`src/rtl/tage_pkg.sv`:
```
// tage_pkg: shared TAGE types and constants (state enum, u-counter width, table count).
// Widths normally come from the common defines; TAGE_IDX_WIDTH falls back to 9 here
// when no project-wide definition has been provided.
`ifndef TAGE_IDX_WIDTH
`define TAGE_IDX_WIDTH 9
`endif

package tage_pkg;

    typedef enum logic [1:0] {
        ST_IDLE  = 2'd0,
        ST_SWEEP = 2'd1,
        ST_DONE  = 2'd2
    } uage_state_e;

    localparam int TAGE_U_W        = 2;
    localparam int TAGE_NUM_TABLES = 4;

endpackage

```
`src/rtl/tage_period_ctr.sv`:
```
// tage_period_ctr: retirement counter with synchronous clear, count enable and terminal count.
//   clk_i, rst_i : clock, synchronous active-high reset
//   clr_i        : force the count to 0 (wins over en_i)
//   en_i         : increment this cycle
//   tc_o         : count is all ones
module tage_period_ctr #(
    parameter int W = 18
) (
    input  logic clk_i,
    input  logic rst_i,
    input  logic clr_i,
    input  logic en_i,
    output logic tc_o
);

    logic [W-1:0] cnt_q, cnt_d;

    always_comb cnt_d = clr_i ? '0 : en_i ? cnt_q + 1'b1 : cnt_q;

    always_ff @(posedge clk_i) begin
        if (rst_i) cnt_q <= '0;
        else       cnt_q <= cnt_d;
    end

    assign tc_o = &cnt_q;

endmodule

```
`src/rtl/tage_u_aging_ctrl.sv`:
```
// tage_u_aging_ctrl: periodic u-counter aging sweep over all tagged TAGE tables.
//   br_retire_i  : a branch resolved; counted while idle, expiry starts a sweep
//   force_i      : start a sweep now (ignored while sweeping)
//   upd_busy_i   : predictor owns the table write port; clear request withdrawn
//   clr_*_o/clr_ready_i : valid/ready clear request (index, table mask, u bit)
//   busy_o       : sweep in progress; sweep_done_o : one-cycle pulse after the last index
// Optional TAGE_UAGING_STATS_EN adds sweep_cnt_o (wrapping) and stall_cnt_o (saturating).
`ifndef TAGE_IDX_WIDTH
`define TAGE_IDX_WIDTH 9
`endif

module tage_u_aging_ctrl
    import tage_pkg::*;
#(
    parameter int IDX_W       = `TAGE_IDX_WIDTH,
    parameter int NUM_TABLES  = TAGE_NUM_TABLES,
    parameter int PERIOD_LOG2 = 18
) (
    input  logic                  clk_i,
    input  logic                  rst_i,
    input  logic                  br_retire_i,
    input  logic                  upd_busy_i,
    input  logic                  force_i,
    output logic                  clr_valid_o,
    input  logic                  clr_ready_i,
    output logic [IDX_W-1:0]      clr_idx_o,
    output logic [NUM_TABLES-1:0] clr_tbl_mask_o,
    output logic                  clr_bit_o,
    output logic                  busy_o,
    output logic                  sweep_done_o
`ifdef TAGE_UAGING_STATS_EN
    ,
    output logic [7:0]            sweep_cnt_o,
    output logic [15:0]           stall_cnt_o
`endif
);

    uage_state_e      state_q, state_d;
    logic [IDX_W-1:0] idx_q, idx_d;
    logic             bit_q, bit_d;
    logic             idle, sweeping, tc, trigger, xfer;

    assign idle     = state_q == ST_IDLE;
    assign sweeping = state_q == ST_SWEEP;
    // a forced start and a period expiry in the same cycle collapse into one sweep
    assign trigger  = idle && (force_i || (tc && br_retire_i));

    // counter is held at zero outside IDLE and restarts on every trigger
    tage_period_ctr #(.W(PERIOD_LOG2)) u_period (
        .clk_i (clk_i),
        .rst_i (rst_i),
        .clr_i (trigger || !idle),
        .en_i  (idle && br_retire_i),
        .tc_o  (tc)
    );

    // update traffic has priority over aging, so valid drops combinationally
    assign clr_valid_o    = sweeping && !upd_busy_i;
    assign xfer           = clr_valid_o && clr_ready_i;
    assign clr_idx_o      = idx_q;
    assign clr_tbl_mask_o = {NUM_TABLES{clr_valid_o}};
    assign clr_bit_o      = bit_q;
    assign busy_o         = sweeping;
    assign sweep_done_o   = state_q == ST_DONE;

    always_comb begin
        state_d = state_q;
        case (state_q)
            ST_IDLE:  state_d = trigger ? ST_SWEEP : ST_IDLE;
            ST_SWEEP: state_d = (xfer && &idx_q) ? ST_DONE : ST_SWEEP;
            default:  state_d = ST_IDLE;
        endcase
    end

    // index wraps naturally to 0 on the last transfer
    always_comb idx_d = xfer ? idx_q + 1'b1 : idx_q;
    always_comb bit_d = sweep_done_o ? ~bit_q : bit_q;

    always_ff @(posedge clk_i) begin
        if (rst_i) begin
            state_q <= ST_IDLE;
            idx_q   <= '0;
            bit_q   <= 1'b1;
        end else begin
            state_q <= state_d;
            idx_q   <= idx_d;
            bit_q   <= bit_d;
        end
    end

`ifdef TAGE_UAGING_STATS_EN
    logic [7:0]  sweep_cnt_q;
    logic [15:0] stall_cnt_q;

    always_ff @(posedge clk_i) begin
        if (rst_i) begin
            sweep_cnt_q <= '0;
            stall_cnt_q <= '0;
        end else begin
            sweep_cnt_q <= sweep_done_o ? sweep_cnt_q + 1'b1 : sweep_cnt_q;
            stall_cnt_q <= (sweeping && !xfer && !(&stall_cnt_q)) ? stall_cnt_q + 1'b1 : stall_cnt_q;
        end
    end

    assign sweep_cnt_o = sweep_cnt_q;
    assign stall_cnt_o = stall_cnt_q;
`endif

endmodule

```
`config.mk`:
```
export PLATFORM = sky130hd
export DESIGN_NAME = tage_u_aging_ctrl
export DESIGN_NICKNAME = d
export VERILOG_FILES = /design/src/rtl/tage_pkg.sv /design/src/rtl/tage_period_ctr.sv /design/src/rtl/tage_u_aging_ctrl.sv
export SDC_FILE = /design/constraint.sdc
export NUM_CORES = 1
export LEC_CHECK = 0
export BUFFER_PORTS_ARGS = -buffer_cell sky130_fd_sc_hd__buf_2
export CAP_MARGIN = 20
export CORE_ASPECT_RATIO = 0.7
export CORE_UTILIZATION = 35
export CTS_CLUSTER_SIZE = 20
export DETAILED_ROUTE_END_ITERATION = 16
export REMOVE_ABC_BUFFERS = 1
export SYNTH_ARGS = -nofsm -noshare
export SYNTH_HDL_FRONTEND = slang
export SYNTH_SLANG_ARGS = --single-unit
```
`constraint.sdc`:
```
create_clock -name clk_i -period 2.5 [get_ports clk_i]
set_input_delay 0.125 -clock clk_i [delete_from_list [all_inputs] [get_ports clk_i]]
set_output_delay 0.125 -clock clk_i [all_outputs]
set_load 0.02 [all_outputs]
```
==> results.yml, run 1 <==
global_route:
  grt_max_degree: 14
  grt_use_total_pct: 14.1
  first_global_vias: 975
  grt-ovfl-total: 0
  initial_antenna_violation_count: 0
  grt_first_pass_wirelength_mm: 4.49
layout:
  layout.cells.most_common_list: "dfxtp_1, nor2_1, buf_2, xnor2_1, nand2_1"
  fin_nets: 192
  insertedDiodeCount: 0
  fill_cells: 402
  design_area_um2: 1680
  fin_util_pct: 42.8
  final_layout_size_suffix_gt1_share_pct: 20.7
  mostFrequentLayoutCell: "dfxtp_1"
  stdcell_count: 236
  synthToLayoutAreaGrowth_pct: 17.3
power_and_ir_drop:
  p_int_uw: 796
  combinationalPowerShare_pct: 4.7
  total_switching_power_uw: 206
  power_density_nw_per_um2: 596
  switching_share_of_power_pct: 20.6
  ir_drop_mv: 0.439
  power_leakage_uw: 0.000617
  power.sequential.fraction_pct: 48.3
  power.share.clock_pct: 47.0
timing:
  share_of_the_clock_period_used_by_the_worst_path_pct: 77.6
  final.setup.worst_slack_ps: 559
  timing.fmax_ghz: 0.515
  slew-limit-headroom_pct: 64.0
  setup-tns-final_ps: 0
  clock_skew_ps: 8.86
  final-max-slew-violation-count: 0
  setup_viol: 0
  final-hold-violation-count: 0
  final.min_clock_period_ps: 1940
  timing_worst_slew_pin_value_ps: 533
  rsz_0062_raised_after_global_routing: "no"
logic_synthesis:
  synth.ff_latch_count: 30
  postSynthCellCount: 159
  synth.yosys.seq_area_share_pct: 41.9
  ys_types: 32
  ys_warn_count: 0
  synth.avg_cell_area_um2: 9.01
  syn-cell-area_um2: 1430
clock_tree:
  cts_tree: "yes"
  cts_root_buf: "clkbuf_8"
  cts_hold_repair.buffers: 0
  cts-htree-levels: 2
  clk_pin_slew_worst_paths_ps: 60
  clock_sinks: 30
  cts-buffers-inserted: 5
  cts-root-to-sink-buffers: 2
  post-cts-setup-buffers: 0
  worstSkewPairLatency_ps: 280
  cts_resized: 0
place:
  dp_slack_ps: 548
  dp_hpwl_mm: 1.99
  numPlacedInstances: 228
  numPortBuffers: 22
  place.gp.congestion: 0.730
  placedInstanceArea_um2: 1570
route:
  detailedRoute.firstIterationViolations: 61
  drc: 0
  routedWlPerCell_um: 11.7
  route.final.wire_length_mm: 2.76
  first_pass_iters: 4
  total_vias_in_the_final_route: 1112
  route.antenna.remaining_nets: 0
  drt-vias-per-instance: 4.71
run:
  maxCapViolCount: 0
hold_path:
  holdPathStages: 2
  hold_path.class: "in2reg"
floorplan:
  io_pins: 23
  die_x_um: 78.5
  floorplan_die_area_um2: 4360
  design.core.area_um2: 3920
  floorplan.rows: 19
  floorplan.initialDensity_pct: 36.5
  die_h_um: 55.5
setup_path:
  setup.worst_path.start_class: "register"
  critPathArrivalTime_ps: 2120
  crit_type: "reg2reg"
  worst_ep_required_time_ps: 2680
  critical_path.max_fanout: 11
  worstRegToRegCells: 6
  worstSetupEndpointType: "register"
outcome:
  status: "finished, final reports clean"
==> cells in the mapped netlist <==
cell | count | area share (%)
dfxtp_1 | 30 | 42
nor2_1 | 26 | 6.8
xnor2_1 | 13 | 7.9
nand2_1 | 9 | 2.4
nand4_1 | 8 | 3.5
xor2_1 | 8 | 4.9
nand3_1 | 6 | 2.1
nor3_1 | 6 | 2.1
inv_1 | 5 | 1.3
a21oi_1 | 4 | 1.4
and3_1 | 4 | 1.7
buf_4 | 4 | 2.1
nor4_1 | 4 | 1.7
ha_1 | 3 | 2.6
nor2b_1 | 3 | 1.3
or3_1 | 3 | 1.3
clkbuf_1 | 2 | 0.52
mux2i_1 | 2 | 1.4
nand2b_1 | 2 | 0.87
o21ai_0 | 2 | 0.70
o31ai_1 | 2 | 1.0
or2_2 | 2 | 0.87
or4_4 | 2 | 1.6
a21oi_2 | 1 | 0.61
buf_6 | 1 | 0.79
nand4_4 | 1 | 1.5
nand4bb_1 | 1 | 0.79
nor4bb_1 | 1 | 0.70
o311a_1 | 1 | 0.70
o31ai_4 | 1 | 1.5
or3_4 | 1 | 0.79
or4_1 | 1 | 0.52
==> logic make-up after synthesis <==
group | synth area share, %
adder cells (fa/ha/maj) | 2.62
buffers and inverters | 4.72
multiplexers | 1.40
XOR/XNOR | 12.8
flip-flops | 41.9
AO/OA/AOI/OAI | 5.94
AND/OR/NAND/NOR | 30.6
==> layer usage <==
metal | global-route usage [%] | vias to the layer above | wire length (um)
met1 | 20.4 | 504 | 1560
li1 | - | 594 | -
met3 | 5.95 | 2 | 78
met2 | 17.0 | 12 | 1080
met4 | 7.94 | 0 | 36
met5 | 0 | - | 0
==> worst paths after layout <==
kind,start,endpoint,slack (ps)
worst max-delay path,u_period.cnt_q[0],u_period.cnt_q[13],560
worst min-delay path,force_i,state_q[0],130
worst max register to register,u_period.cnt_q[0],u_period.cnt_q[13],560
worst min register to register,u_period.cnt_q[1],u_period.cnt_q[1],490
==> sequential cells by signal (all words and copies together), names as in the netlist <==
signal / flops
state_q: 2
clr_bit_o: 1
u_period.cnt_q: 18
clr_idx_o: 9
==> per-stage QoR <==
step	hold WS, ps	power (uW)
after floorplan	197	521
after global placement	406	541
after detailed placement	415	542
after CTS	117	1020
after global routing	131	1050
final	131	1000
==> critical path: stages (launching register included) <==
cell	delay, ps
dfxtp_1	370
ha_1	180
nand4_1	230
or2_2	390
o31ai_4	340
buf_4	260
nor2_1	70
==> cell type report <==
cell class,count,area [um^2],share of cell area (%)
multi-input combinational,117,764,45.5
sequential,30,601,35.7
timing repair buffer,24,125,7.45
clock buffer,7,76.3,4.54
tap,52,65.1,3.87
clock inverter,1,30.0,1.79
inverter,5,18.8,1.12
==> power groups by stage <==
| stage | Sequential, uW | Clock (uW) | Combinational [uW] |
|---|---|---|---|
| global placement | 495 | 0 | 46.7 |
| finish | 484 | 471 | 47.1 |
| detailed placement | 495 | 0 | 47.6 |
| global route | 484 | 510 | 51.7 |
| floorplan | 495 | 0 | 26.0 |
| CTS | 484 | 488 | 47.7 |
Power figures use the tool's default switching activity.
==> run 2: changes to the inputs <==
- clock period: 2.5 -> 1.8 ns (I/O delays scaled with it)
==> run 2 against run 1 <==
Compared with the run above:
- sequential power rose by 39%
- via count rose by 2.7%
- hold slack got worse by 59 ps
- highest routed layer unchanged
- clock-buffer cell count rose by 1
==> results.yml, run 2 (synthesized netlist as in run 1, its figures left out) <==
outcome:
  status: "finished, final reports clean"
power_and_ir_drop:
  switching_share_of_power_pct: 21.8
  total_switching_power_uw: 301
  power_density_nw_per_um2: 784
  power_leakage_uw: 0.000671
  power.sequential.fraction_pct: 48.5
  p_int_uw: 1080
  total_power_uw: 1380
  power.share.clock_pct: 46.2
  combinationalPowerShare_pct: 5.3
  ir_drop_mv: 0.479
timing:
  setup_viol: 0
  final-max-slew-violation-count: 0
  share_of_the_clock_period_used_by_the_worst_path_pct: 94.2
  final-hold-violation-count: 0
  clock_skew_ps: 5.91
  timing.fmax_ghz: 0.590
  final.min_clock_period_ps: 1700
  timing_worst_slew_pin_value_ps: 392
  slew-limit-headroom_pct: 73.5
  rsz_0062_raised_after_global_routing: "no"
  final.setup.worst_slack_ps: 105
global_route:
  grt_use_total_pct: 14.7
  grt-ovfl-total: 0
  initial_antenna_violation_count: 0
  first_global_vias: 1034
  grt_first_pass_wirelength_mm: 4.74
  grt_max_degree: 19
floorplan:
  floorplan.initialDensity_pct: 36.5
  floorplan.rows: 19
  die_h_um: 55.5
  die_x_um: 78.5
  floorplan_die_area_um2: 4360
  io_pins: 23
  design.core.area_um2: 3920
clock_tree:
  clk_pin_slew_worst_paths_ps: 60
  cts-root-to-sink-buffers: 2
  cts_hold_repair.buffers: 0
  post-cts-setup-buffers: 0
  cts_resized: 0
  cts-buffers-inserted: 5
  clock_sinks: 30
  worstSkewPairLatency_ps: 290
  cts_tree: "yes"
  cts_root_buf: "clkbuf_8"
  cts-htree-levels: 2
setup_path:
  critical_path.max_fanout: 5
  worstSetupEndpointType: "register"
  critical_path.n_buffers_inverters: 0
  timing.critical_path.slowest_cell_delay_ps: 590
  worst_path_max_delay_cell: "or4_4"
  path_cells: "nand4_1 > or4_4 > or3_1 > a21oi_1"
  crit_type: "reg2reg"
  worst_path_dominant_cell_family: "simple AND/OR/NAND/NOR gates"
  critPathArrivalTime_ps: 1920
  setup.worst_path.start_class: "register"
  worst_ep_required_time_ps: 2020
route:
  route.antenna.remaining_nets: 0
  detailedRoute.firstIterationViolations: 47
  route.final.wire_length_mm: 2.75
  drt-vias-per-instance: 4.66
  total_vias_in_the_final_route: 1142
  first_pass_iters: 4
  routedWlPerCell_um: 11.2
  drc: 0
layout:
  fill_cells: 394
  synthToLayoutAreaGrowth_pct: 23.1
  final_layout_size_suffix_gt1_share_pct: 25.4
  max_flop_register: "u_period.cnt_q"
  layout.cells.most_common_list: "dfxtp_1, nor2_1, buf_2, xnor2_1, buf_4"
  design_area_um2: 1760
  stdcell_count: 245
  insertedDiodeCount: 0
  largest_reg_flops: 18
  mostFrequentLayoutCell: "dfxtp_1"
  fin_nets: 201
place:
  numPortBuffers: 22
  placedInstanceArea_um2: 1650
  place.gp.congestion: 0.781
  dp_hpwl_mm: 2.03
  numPlacedInstances: 237
  dp_slack_ps: 121
hold_path:
  hold_path.class: "in2reg"
run:
  maxCapViolCount: 0
[run 2: cell types whose count changed in the layout (fill, tap and decap cells not counted), sizes merged]
cell,before,now
buf,24,33
bufinv,1,0
clkbuf,7,8
[run 2: final timing paths]
check	start	endpoint	slack, ps	cells past startpoint
hold / removal	force_i	state_q[0]	70	2
setup / recovery	u_period.cnt_q[9]	u_period.cnt_q[15]	100	4
hold reg to reg	u_period.cnt_q[1]	u_period.cnt_q[1]	490	2
setup reg to reg	u_period.cnt_q[9]	u_period.cnt_q[15]	100	4
[run 2: metrics by stage]
step	TNS, ps	hold slack (ps)	utilization (%)
after floorplan	-2780	162	-
after global placement	0	369	42.2
after detailed placement	0	372	42.2
after CTS	0	67.9	45.0
after global routing	0	84.0	45.0
final	0	72.1	45.0
[run 2: worst reg2reg max path, stage by stage, from the launching register on]
cell	delay, ps
dfxtp_1	380
nand4_1	190
or4_4	590
or3_1	320
a21oi_1	140
[run 2: layout make-up]
cell class	instances	area, um^2	share of cell area, %
sequential	30	601	34.0
clock buffer	8	110	6.24
tap	52	65.1	3.69
inverter	5	18.8	1.06
multi-input combinational	117	764	43.3
timing repair buffer	33	205	11.6
[run 2: power by group through the flow]
stage	Clock (uW)	Sequential, uW	Combinational (uW)
final	640	671	73.1
after global routing	687	671	79.7
after CTS	657	671	73.9
after detailed placement	0	685	73.4
after global placement	0	686	73.3
after floorplan	0	688	36.0
[run 2: routing by layer]
metal  track usage [%]  up-vias  wire [um]
li1                  -      610          -
met1              21.3      514       1540
met2              18.2       11       1040
met3              4.46        7        103
met4              10.3        0         69
met5                 0        -          0
==> run 3: changes to the inputs <==
- GPL_TIMING_DRIVEN: unset -> 0
- PLACE_DENSITY: unset -> 0.51
==> run 3 against run 2 <==
Compared with the run above:
- core utilization is 0.41 points higher
- sequential power hardly changed
- clock skew is 2.8 ps lower
- final area is 0.92% higher
- flip-flop and latch count stayed put
- critical endpoint is now u_period.cnt_q[16]
- largest power group unchanged
==> results.yml, run 3 (synthesized netlist as in run 1, its figures left out) <==
outcome:
  status: "finished, final reports clean"
global_route:
  first_global_vias: 1118
  initial_antenna_violation_count: 0
  grt_use_total_pct: 15.9
  grt-ovfl-total: 0
  grt_first_pass_wirelength_mm: 5.29
  grt_max_degree: 19
route:
  route.antenna.remaining_nets: 0
  total_vias_in_the_final_route: 1199
  route.final.wire_length_mm: 3.01
  drc: 0
  drt-vias-per-instance: 4.89
  routedWlPerCell_um: 12.3
  first_pass_iters: 4
  detailedRoute.firstIterationViolations: 65
timing:
  share_of_the_clock_period_used_by_the_worst_path_pct: 96.0
  setup_viol: 0
  timing_worst_slew_pin_value_ps: 427
  slew-limit-headroom_pct: 71.1
  final.setup.worst_slack_ps: 71.6
  final-max-slew-violation-count: 0
  final-hold-violation-count: 0
  clock_skew_ps: 3.14
  rsz_0062_raised_after_global_routing: "no"
  final.min_clock_period_ps: 1730
  timing.fmax_ghz: 0.579
  hold_slack_ps: 92.6
floorplan:
  floorplan.rows: 19
  design.core.area_um2: 3920
  die_x_um: 78.5
  floorplan_die_area_um2: 4360
  io_pins: 23
  floorplan.initialDensity_pct: 36.5
  die_h_um: 55.5
clock_tree:
  clk_pin_slew_worst_paths_ps: 60
  clock_sinks: 30
  cts-root-to-sink-buffers: 2
  cts_tree: "yes"
  cts_hold_repair.buffers: 0
  cts-buffers-inserted: 5
  worstSkewPairLatency_ps: 280
  cts_root_buf: "clkbuf_8"
  cts-htree-levels: 2
place:
  placedInstanceArea_um2: 1570
  dp_hpwl_mm: 2.15
  numPortBuffers: 22
  place.gp.congestion: 0.754
  dp_slack_ps: -304
setup_path:
  critical_path.max_fanout: 5
  critical_path.n_buffers_inverters: 0
  worst_ep_required_time_ps: 2010
  path_cells: "nand4_1 > or3_4 > or4_4 > a21oi_2"
  setup.worst_path.start_class: "register"
  critPathArrivalTime_ps: 1940
  crit_type: "reg2reg"
  timing.critical_path.slowest_cell_delay_ps: 540
  worst_path_dominant_cell_family: "simple AND/OR/NAND/NOR gates"
  worstSetupEndpointType: "register"
  worst_path_max_delay_cell: "or4_4"
power_and_ir_drop:
  ir_drop_mv: 0.330
  power_leakage_uw: 0.000663
  power_density_nw_per_um2: 725
hold_path:
  hold_path.class: "in2reg"
layout:
  insertedDiodeCount: 0
  largest_reg_flops: 18
  fin_util_pct: 45.4
  max_flop_register: "u_period.cnt_q"
  layout.cells.most_common_list: "nor2_1, dfxtp_1, buf_2, xnor2_1, buf_4"
  fill_cells: 397
  fin_nets: 201
  synthToLayoutAreaGrowth_pct: 24.3
  mostFrequentLayoutCell: "nor2_1"
  final_layout_size_suffix_gt1_share_pct: 30.6
  design_area_um2: 1780
run:
  maxCapViolCount: 0
[run 3: changes by cell type in the layout (fill, tap and decap cells not counted), sizes merged]
cell / before / now
clkbuf: 8 / 7
clkinv: 0 / 1
[run 3: worst register-to-register path: stages, from the launching register on]
cell     delay (ps)
dfxtp_2         360
nand4_1         180
or3_4           410
or4_4           540
a21oi_2         160
[run 3: worst paths after layout]
kind	from	end	slack, ps	cells past startpoint
worst max-delay path	u_period.cnt_q[8]	u_period.cnt_q[16]	70	4
worst min-delay path	force_i	state_q[0]	90	2
worst max register to register	u_period.cnt_q[8]	u_period.cnt_q[16]	70	4
worst min register to register	u_period.cnt_q[17]	u_period.cnt_q[17]	490	2
[run 3: timing repair]
item,CTS,global route
setup buffers,2,8
gates resized for setup,5,6
endpoints found under the setup margin,18,18
endpoints found under the hold margin,0,0
pin swaps,1,3
[run 3: power by group]
part | switching (uW) | total [uW] | internal [uW]
logic | 42.6 | 70.9 | 28.3
registers | 5.42 | 673 | 668
clock network | 239 | 547 | 308
[run 3: routing by layer]
layer / global-route usage, % / share of wire, % / up-vias
met5: 0 / 0 / -
met4: 6.35 / 1.2 / 0
met3: 4.46 / 3.1 / 5
met2: 23.3 / 44 / 22
met1: 21.9 / 51 / 559
li1: - / - / 613
[run 3: per-stage QoR]
step	cells	setup TNS, ps	power [uW]
2_1_floorplan	152	-2780	724
3_5_place_dp	227	-4990	752
3_3_place_gp	226	-8950	749
4_1_cts	237	0	1310
6_report	245	0	1290
5_1_grt	245	0	1350
[run 3: cell type report]
cell class	instances	area [um^2]	area share [%]
clock buffer	7	86.3	4.85
clock inverter	1	5.00	0.281
timing repair buffer	33	205	11.5
sequential	30	611	34.3
inverter	5	18.8	1.05
tap	52	65.1	3.65
multi-input combinational	117	790	44.3
